--- config.mk ---
export PLATFORM = sky130hd
export DESIGN_NAME = mem_arbiter
export DESIGN_NICKNAME = d
export VERILOG_FILES = /design/src/rtl/mem_arbiter_pkg.sv /design/src/rtl/mem_arbiter_watchdog.sv /design/src/rtl/mem_arbiter.sv
export SDC_FILE = /design/constraint.sdc
export NUM_CORES = 1
export LEC_CHECK = 0
export CAP_MARGIN = 20
export CORE_UTILIZATION = 35
export CTS_BUF_LIST = sky130_fd_sc_hd__clkbuf_16
export DETAILED_ROUTE_END_ITERATION = 10
export MAX_ROUTING_LAYER = met4
export PLACE_DENSITY = 0.9
export SLEW_MARGIN = 15
export SYNTH_ARGS = -nofsm -noshare
export SYNTH_HDL_FRONTEND = slang
export SYNTH_SLANG_ARGS = --single-unit
--- constraint.sdc ---
create_clock -name clk -period 2.4 [get_ports clk]
set_input_delay 0.36 -clock clk [delete_from_list [all_inputs] [get_ports clk]]
set_output_delay 0.36 -clock clk [all_outputs]
set_load 0.1 [all_outputs]
--- src/rtl/mem_arbiter_pkg.sv ---
// ============================================================================
// Module      : mem_arbiter_pkg
// Description : Shared types and constants for the core memory arbiter.
// Revision    : 1.0 - initial release
// ============================================================================
`default_nettype none

package mem_arbiter_pkg;

  typedef enum logic [2:0] {
    ST_IDLE  = 3'd0,
    ST_FETCH = 3'd1,
    ST_DATA  = 3'd2,
    ST_STEP  = 3'd3,
    ST_ERROR = 3'd4
  } arb_state_t;

  localparam int unsigned ARB_TIMEOUT = 255;
  localparam int unsigned WAIT_W      = 8;

  function automatic logic is_access(input arb_state_t s);
    return (s == ST_FETCH) || (s == ST_DATA);
  endfunction

endpackage

`default_nettype wire

--- src/rtl/mem_arbiter_watchdog.sv ---
// ============================================================================
// Module      : bus_watchdog
// Description : Saturating bus wait counter; flags the cycle it reaches timeout.
// Revision    : 1.0 - initial release
// ============================================================================
`default_nettype none

module bus_watchdog
  import mem_arbiter_pkg::*;
(
  input  logic clk,
  input  logic rst,
  input  logic clr,
  input  logic inc,
  output logic expired
);

  localparam logic [WAIT_W-1:0] LAST_WAIT = WAIT_W'(ARB_TIMEOUT - 1);
  localparam logic [WAIT_W-1:0] CNT_MAX   = {WAIT_W{1'b1}};

  logic [WAIT_W-1:0] count_q;
  logic [WAIT_W-1:0] count_d;

  always_comb begin
    count_d = count_q;
    if (clr) begin
      count_d = '0;
    end else if (inc && (count_q != CNT_MAX)) begin
      count_d = count_q + 1'b1;
    end
  end

  always_ff @(posedge clk or negedge rst) begin
    if (!rst) begin
      count_q <= '0;
    end else begin
      count_q <= count_d;
    end
  end

  // Asserted in the non-ack cycle that takes the count to the timeout value.
  assign expired = inc && (count_q == LAST_WAIT);

endmodule

`default_nettype wire

--- src/rtl/mem_arbiter.sv ---
// ============================================================================
// Module      : mem_arbiter
// Description : Sequences instruction fetch and data access on one memory bus,
//               then pulses the core clock enable for a single step.
// Revision    : 1.0 - initial release
// ============================================================================
`default_nettype none

module mem_arbiter
  import mem_arbiter_pkg::*;
(
  input  logic        clk,
  input  logic        rst,
  input  logic        run,
  input  logic [29:0] inst_addr,
  input  logic        data_req,
  input  logic        data_we,
  input  logic [29:0] data_addr,
  input  logic [31:0] data_wdata,
  input  logic [3:0]  data_mask,
  output logic        core_clk_en,
  output logic [31:0] inst_q,
  output logic [31:0] rdata_q,
  output logic        bus_req,
  output logic        bus_we,
  output logic [29:0] bus_addr,
  output logic [31:0] bus_wdata,
  output logic [3:0]  bus_mask,
  input  logic        bus_ack,
  input  logic [31:0] bus_rdata,
  output logic        err
);

  arb_state_t state_q;
  arb_state_t state_d;
  logic       armed_q;
  logic       err_q;
  logic       wd_clr;
  logic       wd_inc;
  logic       wd_expired;

  assign wd_inc = is_access(state_q) && !bus_ack;
  assign wd_clr = is_access(state_d) && (state_d != state_q);

  bus_watchdog u_watchdog (
    .clk     (clk),
    .rst     (rst),
    .clr     (wd_clr),
    .inc     (wd_inc),
    .expired (wd_expired)
  );

  always_comb begin
    state_d = state_q;
    case (state_q)
      // armed_q holds off the first fetch until the second edge after reset.
      ST_IDLE: begin
        if (run && armed_q) state_d = ST_FETCH;
      end
      ST_FETCH: begin
        if (bus_ack)         state_d = data_req ? ST_DATA : ST_STEP;
        else if (wd_expired) state_d = ST_ERROR;
      end
      ST_DATA: begin
        if (bus_ack)         state_d = ST_STEP;
        else if (wd_expired) state_d = ST_ERROR;
      end
      ST_STEP: begin
        state_d = run ? ST_FETCH : ST_IDLE;
      end
      ST_ERROR: begin
        state_d = ST_ERROR;
      end
      default: begin
        state_d = ST_IDLE;
      end
    endcase
  end

  // Bus and step outputs depend only on the state register and core inputs.
  always_comb begin
    bus_req     = 1'b0;
    bus_we      = 1'b0;
    bus_addr    = '0;
    bus_wdata   = '0;
    bus_mask    = '0;
    core_clk_en = 1'b0;
    case (state_q)
      ST_FETCH: begin
        bus_req  = 1'b1;
        bus_addr = inst_addr;
        bus_mask = 4'b1111;
      end
      ST_DATA: begin
        bus_req   = 1'b1;
        bus_we    = data_we;
        bus_addr  = data_addr;
        bus_wdata = data_wdata;
        bus_mask  = data_mask;
      end
      ST_STEP: begin
        core_clk_en = 1'b1;
      end
      default: begin
      end
    endcase
  end

  always_ff @(posedge clk or negedge rst) begin
    if (!rst) begin
      state_q <= ST_IDLE;
      armed_q <= 1'b0;
      err_q   <= 1'b0;
      inst_q  <= '0;
      rdata_q <= '0;
    end else begin
      state_q <= state_d;
      armed_q <= 1'b1;
      if (state_d == ST_ERROR) err_q <= 1'b1;
      if ((state_q == ST_FETCH) && bus_ack) inst_q <= bus_rdata;
      if ((state_q == ST_DATA) && bus_ack && !data_we) rdata_q <= bus_rdata;
    end
  end

  assign err = err_q;

endmodule

`default_nettype wire

# Word-level counts from Yosys, hierarchy flattened
# Index checks and enable logic that the tools add are counted.
[op_classes] n_reduce_logical=15 muxes=15 eq_ne=10 add_sub_neg=1
[ops] cell="30-bit one-hot mux with 2 select lines" n=1
[ops] cell="32-bit two-way mux" n=1
[ops] cell="8-bit two-way mux" n=2
[ops] cell="3-bit one-hot mux with 5 select lines" n=1
[ops] cell="3-bit two-way mux" n=4
[ops] cell="3-bit by 2-bit equality test with 1-bit output, second input constant" n=3
[ops] cell="8-bit by 1-bit adder with 8-bit output, second input constant" n=1
[ops] cell="8-bit equality test, second input constant" n=1
[ops] cell="1-bit logical AND" n=8
[ops] cell="8-bit != test, second input constant" n=1
[ops] cell="4-bit one-hot mux with 2 select lines" n=1
[ops] cell="3-bit by 1-bit equality test with 1-bit output, second input constant" n=2
[ops] cell="3-bit equality test, second input constant" n=2
[ops] cell="1-bit two-way mux" n=5
[ops] cell="3-bit logical NOT" n=1
[ops] cell="3-bit != test" n=1
[ops] cell="1-bit logical NOT" n=2
[ops] cell="1-bit logical OR" n=2
[ops] cell="2-bit nonzero test" n=1
[ops] cell="2-bit OR reduction" n=1
[totals] elab_cells=47 output_inout_bits=134 register_bits=77

# Depth between registers and ports, before layout
[logic_depth] depth_word=11 depth_mapped=6

# Hierarchy
# A second synthesis with hierarchy kept.
[hier_totals] cells_unflattened=300 hier_area_um2=3729.8
[by_module_without_submodules] module="mem_arbiter" instances=1 cells_per_inst=249 area_each_um2=3229.3
[by_module_without_submodules] module="bus_watchdog" instances=1 cells_per_inst=51 area_each_um2=500.5

# Worst setup path before layout
# Ideal clock, no wire load.
[synth_timing] path_kind="register to output" from="reg state_q[2]" to="out bus_mask[0]" stages_incl_launch_ff=6 required_ns=2.040 path_buffers=2 slack_ns=-0.508 t_arrival_ns=2.548 path_cell_list="dfrtp_1 clkbuf_1 nor3b_2 clkbuf_1 nor2_1 nor2_1"
[synth_between] elab_chain_len=2 elab_cells_between_ends=3
[synth_rtl] element="from (decl)" line="mem_arbiter.sv:34" text="arb_state_t state_q;"
[synth_rtl] element="from (signal assigned)" line="mem_arbiter.sv:117" text="state_q <= state_d;"
[synth_rtl] element="3-bit by 2-bit equality test with 1-bit output or 3-bit by 1-bit equality test with 1-bit output (tied branches)" line="mem_arbiter.sv:88" text="case (state_q)"
[synth_rtl] element="4-bit one-hot mux with 2 select lines (*)" line="mem_arbiter.sv:88"
[synth_rtl] element="to (decl)" line="mem_arbiter.sv:28" text="output logic [3:0] bus_mask,"
# Every way passes the cells marked *; elsewhere a longest branch is shown, timed or not.

# Worst setup path in the final report
[layout_timing] from="reg state_q[0]" to="out bus_mask[0]"
# The elaborated chain is that of the path after synthesis.

==> metrics.md <==
| Metric | Value |
|---|---|
| Critical Path Start Type | `register` |
| Post-place setup slack | `~0.28 ns` |
| Run status | `finished clean` |
| WP data arrival | `1.94 ns` |
| PortBufs | `about 270` |
| Critical-path top delay cell | `dfrtp_2` |
| 1st-iter DRT viols | `185` |
| Setup WS post-layout | `0.0965 ns` |
| DIE HEIGHT | `104 um` |
| Slew Viols, Final | `0` |
| DR pass1 iterations | `6` |
| HPWL reported at the end of detailed placement | `10,700 um` |
| Initial antenna violation count | `1` |
| Htree depth | `3` |
| CP Data Required Time | `roughly 2.0 ns` |
| Crit Path Class | `reg -> out` |
| Gpl congestion | `0.880` |
| Synth area leaders | `dfrtp_1 (52%), mux2_2 (10%), mux2_1 (9.5%)` |
| Skew-Pair Late Insertion Delay | `0.33 ns` |
| ANT nets after route | `0` |
| CTS tree | `built` |
| DR WL/cell | `~19 um` |
| Sequential area share after synthesis | `0.524` |
| Yosys cell types | `37` |
| Fin crit period | `2.30 ns` |
| Clock root cell | `clkbuf_16` |
| Syn_nets | `440` |
| Initial core utilization | `0.359` |
| Async set-or-reset flop fraction in the synthesized netlist | `1.00` |
| Final nets | `about 700` |
| Die ar. | `10,900 um2` |
| Clock sinks | `a little under 80` |
| CTS buffer count | `9` |
| Total track usage | `0.255` |
| Chip width | `104 um` |
| GRT overflow | `0` |
| Post-synth EDFFs | `0` |
| Synth top area share | `0.524` |
| Post-synth top cells | `dfrtp_1 (77), and2_1 (33), mux2_2 (33)` |
| Hold Crit Start | `inst_q[11]` |
| Largest net degree at the start of global routing | `47` |
| Fin util | `0.725` |
| FF-to-FF setup slack | `0.38 ns` |
| DRC Markers | `0` |
| Worst r2r src | `state_q[0]` |
| Hold_ws | `0.490 ns` |
| Peak fanout along the critical path | `46` |
| Skew final | `0.00327 ns` |
| Final WL | `~13,000 um` |
| Final setup viols | `0` |
| Max Cap Violations | `0` |
| Routed met3 length | `1040 um` |
| CTS Buffer Depth | `2` |
| Area delta synth->final | `102%` |
| Max Freq | `434 MHz` |
| Max Used Layer | `met4` |
| Synth Register Bits | `77` |
| Count leader, synth | `dfrtp_1` |
| First-pass GRT wire length | `20,600 um` |
| Crit path capture type | `output pin` |
| Synth Warn # | `0` |
| RSZ-0062 raised after global routing | `false` |
| Core area | `10,200 um2` |
| FP Rows | `37` |
| CTS clock-pin slew for the worst setup and hold paths | `0.05 ns` |
| Routed wl met2 | `between 7000 and 8000 um` |
| Final Hold Fails | `0` |
| Avg Inst Size Synth | `around 12 um2` |
| Vias in the first global route | `between 3,000 and 4,000` |
| Mapped Area | `3670 um2` |
| Share of cells above drive strength 1 | `0.438` |
| Reg2Reg Depth | `5` |
| Top-level I/O count | `268` |
| Main synth FF type | `dfrtp_1` |
| Number of vias per cell | `around 5.1` |
| Reg2reg end | `rdata_q[10]` |
| Cells after Synth | `slightly above 300` |
| Leading area contributor after synthesis | `dfrtp_1` |
| Via count | `3,577` |
| Metal-1 WL | `5040 um` |
| Worst Hold Depth | `1` |
| WHS Endpoint | `inst_q[11]` |
| Worst path most repeated cell | `buf_12` |
| Slowest cell delay on critical path | `0.48 ns` |
| Crit path cell chain | `nor3b_4 -> buf_12 -> nor2_1 -> buf_4 -> nor2_2 -> buf_12` |
| Hold Crit Class | `reg -> reg` |
| Period utilisation layout | `0.960` |
==> kinds of logic (layout without fill, tap and decap cells) <==
family                   count (synthesis)  in the layout  synth area share
buffers and inverters                   29            296            0.0340
flip-flops                              77             77             0.524
AO/OA/AOI/OAI                           50             50             0.107
other                                    1              2           0.00102
AND/OR/NAND/NOR                         79             79             0.125
adder cells (fa/ha/maj)                  2              2           0.00681
XOR/XNOR                                 1              1           0.00238
multiplexers                            65             65             0.199
==> area by class of cell <==
class / instances / area (um2)
clock buffers: 9 / 225
inverters: 4 / 15.0
diodes: 1 / 2.50
multi-input cells: 198 / 1730
fillers: 674 / 2820
flip-flops and latches: 77 / 1930
well taps: 136 / 170
repair buffers: 278 / 3320
clock inverters: 5 / 23.8
==> cells in the final DEF (no fill, tap or decap), drive strengths merged, types with 2 or more instances in the layout <==
cell type	count
and3b	2
dfrtp	77
a21oi	8
nand2	8
and4	2
nor2	13
o31ai	4
nand3	4
buf	145
ha	2
clkbuf	9
and2	33
clkdlybuf4s50	132
mux2	64
nor3	2
inv	7
nor3b	2
o21ai	2
nand4	3
a22o	30
or4	2
a211oi	2
or3	4
==> state kept, by name, summed over array words and instances (netlist names) <==
register	cells
armed_q	1
u_watchdog.count_q	8
state_q	3
err	1
rdata_q	32
inst_q	32
==> per-layer routing <==
| layer | track usage | vias up |
|---|---|---|
| li1 | - | 1626 |
| met1 | 0.278 | 1734 |
| met2 | 0.436 | 190 |
| met3 | 0.0727 | 27 |
| met4 | 0.107 | 0 |
| met5 | - | - |
==> worst max-delay path, delay by kind of cell, from the launching register on <==
family,cells,cell delay [ns]
buffers and inverters,3,0.61
flip-flops,1,0.48
AND/OR/NAND/NOR,3,0.53
==> worst max-delay path by stage <==
stage               slack, ns  startpoint  cells after the start           to
finish                    0.1  state_q[0]                      6  bus_mask[0]
global route             0.02  state_q[0]                      6  bus_mask[0]
CTS                      0.04  state_q[2]                      6  bus_mask[0]
detailed placement       0.28  state_q[1]                      5  rdata_q[10]
global placement         0.38  state_q[1]                      5  rdata_q[14]
floorplan                -0.1  state_q[2]                      5  bus_mask[0]
==> through the flow <==
stage	area (um2)	cells	TNS, ns
5_1_grt	7420	708	0
3_3_place_gp	7140	692	0
6_report	7420	708	0
4_1_cts	7410	707	0
2_1_floorplan	3760	304	-0.0999
3_5_place_dp	7140	692	0
==> timing repair <==
action / in CTS / in global routing
hold buffers: 1 / 0
resized for setup: 2 / 2
endpoints found under the setup margin: 1 / 3
setup buffers: 0 / 0
endpoints found under the hold margin: 31 / 0
Power is not shown: default switching activity piles up to over one toggle a cycle in this logic, so the estimate is an artifact.
